**config.mk**
```make
export PLATFORM = sky130hd
export DESIGN_NAME = lbi_row
export DESIGN_NICKNAME = d
export VERILOG_FILES = /design/src/rtl/lbi_row_pkg.sv /design/src/rtl/lbi_cell_collide.sv /design/src/rtl/lbi_row.sv
export SDC_FILE = /design/constraint.sdc
export NUM_CORES = 2
export LEC_CHECK = 0
export BUFFER_PORTS_ARGS = -buffer_cell sky130_fd_sc_hd__buf_2
export CORE_AREA = 2 2 371 373
export CTS_BUF_LIST = sky130_fd_sc_hd__clkbuf_4 sky130_fd_sc_hd__clkbuf_8
export DETAILED_ROUTE_END_ITERATION = 10
export DIE_AREA = 0 0 373 375
export HOLD_SLACK_MARGIN = 0.06
export PLACE_DENSITY = 0.62
export SYNTH_ARGS = -nofsm -noshare
export SYNTH_HDL_FRONTEND = slang
export SYNTH_SLANG_ARGS = --single-unit
```
**constraint.sdc**
```tcl
create_clock -name clk -period 7.1 [get_ports clk]
set_input_delay 0.355 -clock clk [delete_from_list [all_inputs] [get_ports clk]]
set_output_delay 0.355 -clock clk [all_outputs]
set_load 0.01 [all_outputs]
```
**src/rtl/lbi_row_pkg.sv**
```systemverilog
// Shared constants, sequencer state type and head-on pattern helper for lbi_row.
package lbi_row_pkg;

  localparam int NCELLS = 140;
  localparam int CELL_W = 6;
  localparam int RAND_W = 96;
  localparam int ROW_W  = NCELLS * CELL_W;
  localparam int IDX_W  = 8;
  localparam int BIT_W  = 10;
  localparam int RIDX_W = 7;

  typedef enum logic {
    IDLE   = 1'b0,
    STREAM = 1'b1
  } state_e;

  // A head-on pair is two particles in opposite directions, nothing else.
  function automatic logic is_head_on(input logic [CELL_W-1:0] c);
    return (c == 6'b001001) || (c == 6'b010010) || (c == 6'b100100);
  endfunction

endpackage

```
**src/rtl/lbi_cell_collide.sv**
```systemverilog
// Single-cell lattice-gas collision; the three-body rule is present only
// when LBI_ROW_THREE_BODY_EN is defined.
module lbi_cell_collide
  import lbi_row_pkg::*;
(
  input  logic [CELL_W-1:0] cell_i,
  input  logic              r_i,
  output logic [CELL_W-1:0] cell_o
);

  always_comb begin
    cell_o = cell_i;
    // r=0 rotates every particle +60 degrees, r=1 rotates -60 degrees.
    if (is_head_on(cell_i)) begin
      cell_o = r_i ? {cell_i[0], cell_i[5:1]} : {cell_i[4:0], cell_i[5]};
    end
`ifdef LBI_ROW_THREE_BODY_EN
    else if (cell_i == 6'b010101) begin
      cell_o = 6'b101010;
    end else if (cell_i == 6'b101010) begin
      cell_o = 6'b010101;
    end
`endif
  end

endmodule

```
**src/rtl/lbi_row.sv**
```systemverilog
// Row sequencer: latches one 140-cell lattice row and streams the collided
// cells out one per cycle. Three-body rule enabled by LBI_ROW_THREE_BODY_EN.
module lbi_row
  import lbi_row_pkg::*;
(
  input  logic                clk,
  input  logic                rst,
  input  logic [ROW_W-1:0]    msg_in,
  input  logic                valid,
  input  logic                start,
  input  logic [RAND_W-1:0]   randomin,
  output logic [CELL_W-1:0]   final_out,
  output logic                validout,
  output state_e              dbg_state
);

  localparam logic [IDX_W-1:0] LAST_IDX = IDX_W'(NCELLS - 1);
  localparam logic [IDX_W-1:0] RAND_N   = IDX_W'(RAND_W);

  state_e              state_q;
  logic [IDX_W-1:0]    idx_q;
  logic [ROW_W-1:0]    row_q;
  logic [RAND_W-1:0]   rand_q;
  logic [CELL_W-1:0]   final_q;
  logic                vout_q;

  logic [BIT_W-1:0]    bit_idx;
  logic [RIDX_W-1:0]   rand_idx;
  logic [CELL_W-1:0]   cur_cell;
  logic                cur_r;
  logic [CELL_W-1:0]   coll_cell;

  // Index mux feeding the single shared collision unit.
  always_comb begin
    bit_idx  = BIT_W'(idx_q) * BIT_W'(CELL_W);
    rand_idx = (idx_q >= RAND_N) ? RIDX_W'(idx_q - RAND_N) : idx_q[RIDX_W-1:0];
    cur_cell = row_q[bit_idx +: CELL_W];
    cur_r    = rand_q[rand_idx];
  end

  lbi_cell_collide u_collide (
    .cell_i (cur_cell),
    .r_i    (cur_r),
    .cell_o (coll_cell)
  );

  always_ff @(posedge clk or negedge rst) begin
    if (!rst) begin
      state_q <= IDLE;
      idx_q   <= '0;
      row_q   <= '0;
      rand_q  <= '0;
      final_q <= '0;
      vout_q  <= 1'b0;
    end else begin
      case (state_q)
        IDLE: begin
          final_q <= '0;
          vout_q  <= 1'b0;
          if (!start && valid) begin
            row_q   <= msg_in;
            rand_q  <= randomin;
            idx_q   <= '0;
            state_q <= STREAM;
          end
        end
        STREAM: begin
          if (start) begin
            state_q <= IDLE;
            idx_q   <= '0;
            final_q <= '0;
            vout_q  <= 1'b0;
          end else begin
            final_q <= coll_cell;
            vout_q  <= 1'b1;
            if (idx_q == LAST_IDX) begin
              state_q <= IDLE;
              idx_q   <= '0;
            end else begin
              idx_q <= idx_q + 1'b1;
            end
          end
        end
        default: begin
          state_q <= IDLE;
          final_q <= '0;
          vout_q  <= 1'b0;
        end
      endcase
    end
  end

  assign final_out = final_q;
  assign validout  = vout_q;
  assign dbg_state = state_q;

endmodule

```
==> impl_metrics.ini <==
[status]
status = completed

[timing]
worst_slew_pin_slew_ns = 1.20
period_needed_ns = 5.76
min_period_over_period_pct = 81.2
finalSetupTns_ns = 0
setup_violations = 0
clock-skew-final_ns = 0.0495
drv_slew = 0
slew_headroom_pct = 19.5
rsz0062_at_grt = false
hold_viol = 0
max_freq_mhz = 174

[power]
p_total_uw = 21900
ir_drop_uv = 197
leakage_uw = 0.0314
pwr_density_cell_nw_per_um2 = 286

[clock_network]
cts_sinks = 952
cts_hold_buf = 947
cts_resized = 0
cts_tree = yes
worstSkewPairLatency_ns = 0.95
clkTransAtPathRegs_ns = 0.05
cts_buffers = 171
cts_htree_levels = 4
cts_setup_buffers = 0
cts_buffer_depth = 3
cts-root-buf = clkbuf_8

[yosys]
synth_xor_area_share_pct = 0.213
synth_adder_area_share_pct = 0.364
synth_mux_area_share_pct = 48.1
synth-simple-area-share_pct = 2.99
synth_top_family_by_area = multiplexers
synth_compound_area_share_pct = 3.49
synth.avg_cell_area_um2 = 15.2
ys.flop_type = dfrtp_1
seq_area_frac_synth_pct = 41.8
ys_ff_latch = 952
synth_nets = 4707
synth_edf_count = 0
ys_types = 88
yosysWarnings = 0
synth-async-reset-ratio_pct = 100
synth_area_um2 = 57000
synth_cells = 3751

[place]
gp_congestion = 0.884
placed_area_um2 = 63200
dp_hpwl_um = 162000
numPortBuffers = 947

[die]
rows = 136
die_w_um = 373
fp.dieH_um = 375
io_pins = 948
die-area_um2 = 140000
core-area_um2 = 136000
initial_core_util_pct = 41.8

[setup_path]
path_class = reg2reg
required_ns = 7.87
endpoint_kind = flop
critical_path_arrival_ns = 6.53
worst_setup_path_start_kind = flop
rrSetupSlack_ns = 1.34
rr_worst_depth = 15
worstPathMaxFanout = 65

[drt]
drc_errors = 0
vias = 46000
vias_per_cell = 6.12
first_pass_iters = 5
ant_nets = 0
initialDrtViolationCount = 4359
post_drt_wl_per_cell_um = 30.7
routed_wl_um = 231000

[grt]
antenna_found_initial = 49
grt_max_degree = 183
grt_pass1_wl_um = 335000
grt_remaining_overflow = 0
first_global_vias = 47800
use_met1_pct = 42.9
grt_use_total_pct = 32.9
use_met2_pct = 51.6
grt_use_met3_pct = 7.48
top_usage_layer = met2

[layout]
final_layout_size_suffix_gt1_share_pct = 52.6
final_cell_mix = 973 x mux2_2, 951 x dfrtp_1, 946 x dlygate4sd3_1, 946 x buf_2, 656 x mux4_2
fill_cells = 10600
nets = 6520
fin_area_um2 = 76700
layout_commonest_cell = mux2_2
area_growth_pct = 34.4

[job]
cap_violations = 0

[min_path]
min_path_type = in2reg
whs_path_depth = 4
[layout make-up]
cell class	instances	area (um^2)	share of cell area, %
diodes	37	92.6	0.121
repair buffers	1971	15100	19.7
well taps	1794	2240	2.93
clock buffers	264	3310	4.32
inverters	12	47.5	0.0620
flip-flops and latches	952	23800	31.1
multi-input cells	2456	31500	41.1
clock inverters	41	509	0.664
[per-layer routing]
| layer | vias up | part of all wire, % |
|---|---|---|
| li1 | 18700 | - |
| met1 | 24000 | 39 |
| met2 | 2702 | 47 |
| met3 | 610 | 8.2 |
| met4 | 28 | 5.6 |
| met5 | - | 0.078 |
[cells by family (layout without fill, tap and decap cells)]
| logic type | Yosys count | after routing |
|---|---|---|
| other cells | 0 | 37 |
| xor+xnor | 10 | 10 |
| fa+ha+maj | 16 | 16 |
| compound gates | 271 | 271 |
| simple gates | 370 | 370 |
| mux | 1789 | 1789 |
| flops | 952 | 952 |
| buf+inv | 343 | 2288 |
[Yosys cell counts, types with 4 or more instances]
library cell,number,area [um^2]
a211oi_1,18,135
a221oi_1,5,43.8
ha_1,15,188
a32oi_1,9,78.8
and3_1,4,25.0
nand3_1,43,215
mux4_1,4,105
buf_4,57,428
buf_1,13,48.8
nor3_1,20,100
nand2_1,173,649
or3_1,4,25.0
o2111ai_1,8,70.1
nand4_1,29,181
a311oi_1,7,61.3
a311o_1,6,60.1
a21oi_1,38,190
a31oi_1,10,62.6
nor2b_1,13,81.3
buf_6,20,225
o31ai_1,4,30.0
a211o_1,5,43.8
inv_1,10,37.5
xnor2_1,6,52.6
mux4_2,656,14800
o22ai_1,20,125
o211a_1,4,40.0
nand2b_1,4,25.0
a22oi_1,12,90.1
o21a_1,4,30.0
a2111oi_0,10,87.6
o32ai_1,8,70.1
nor2_1,55,206
and2_1,6,37.5
o311ai_0,6,52.6
nor4_1,4,25.0
dfrtp_1,952,23800
buf_2,89,445
mux2i_1,156,1560
o211ai_1,13,97.6
clkbuf_1,151,567
o21ai_0,43,215
a22o_1,6,52.6
mux2_2,973,11000
[power breakdown]
part           switching [uW]  internal [uW]
registers                1500           6610
clock network            2540           3280
logic                    3420           4590
total                    7470          14500
[registers in the layout, summed over array words and instances, names as in the netlist]
register   flops
rand_q        96
row_q        840
final_out      6
dbg_state      1
validout       1
idx_q          8
[worst max-delay path: stages, from the launching register on]
cell      delay [ns]
dfrtp_4         0.51
ha_1            0.27
inv_1           0.12
fa_4            0.32
and2b_1         0.23
o22a_4          0.26
xnor2_4         0.52
buf_12          0.42
mux4_1          0.61
nor2_1          0.11
nor3_1          0.10
a311oi_1        0.98
o21ai_2         0.27
nor2_1          0.40
a311o_1         0.23
nand3_1         0.09
[final timing paths]
path / startpoint / end
worst max-delay path: idx_q[0] / final_out[0]
worst min-delay path: start / dbg_state
worst max register to register: idx_q[0] / final_out[0]
worst min register to register: rand_q[47] / rand_q[47]
max in group asynchronous: rst / rand_q[22]
min in group asynchronous: rst / rand_q[9]
[stage by stage]
stage                     hold slack [ns]  std cells  worst slack, ns  util [%]
after floorplan                    0.0594       3751             2.21         -
after global placement              0.378       6238             1.44      46.4
after detailed placement            0.378       6238             1.54      46.4
after CTS                          0.0606       7490             1.49      56.2
after global routing                0.126       7515             1.07      56.2
final                               0.150       7527             1.34      56.2
Note: power is estimated with default switching activity, not from simulation.
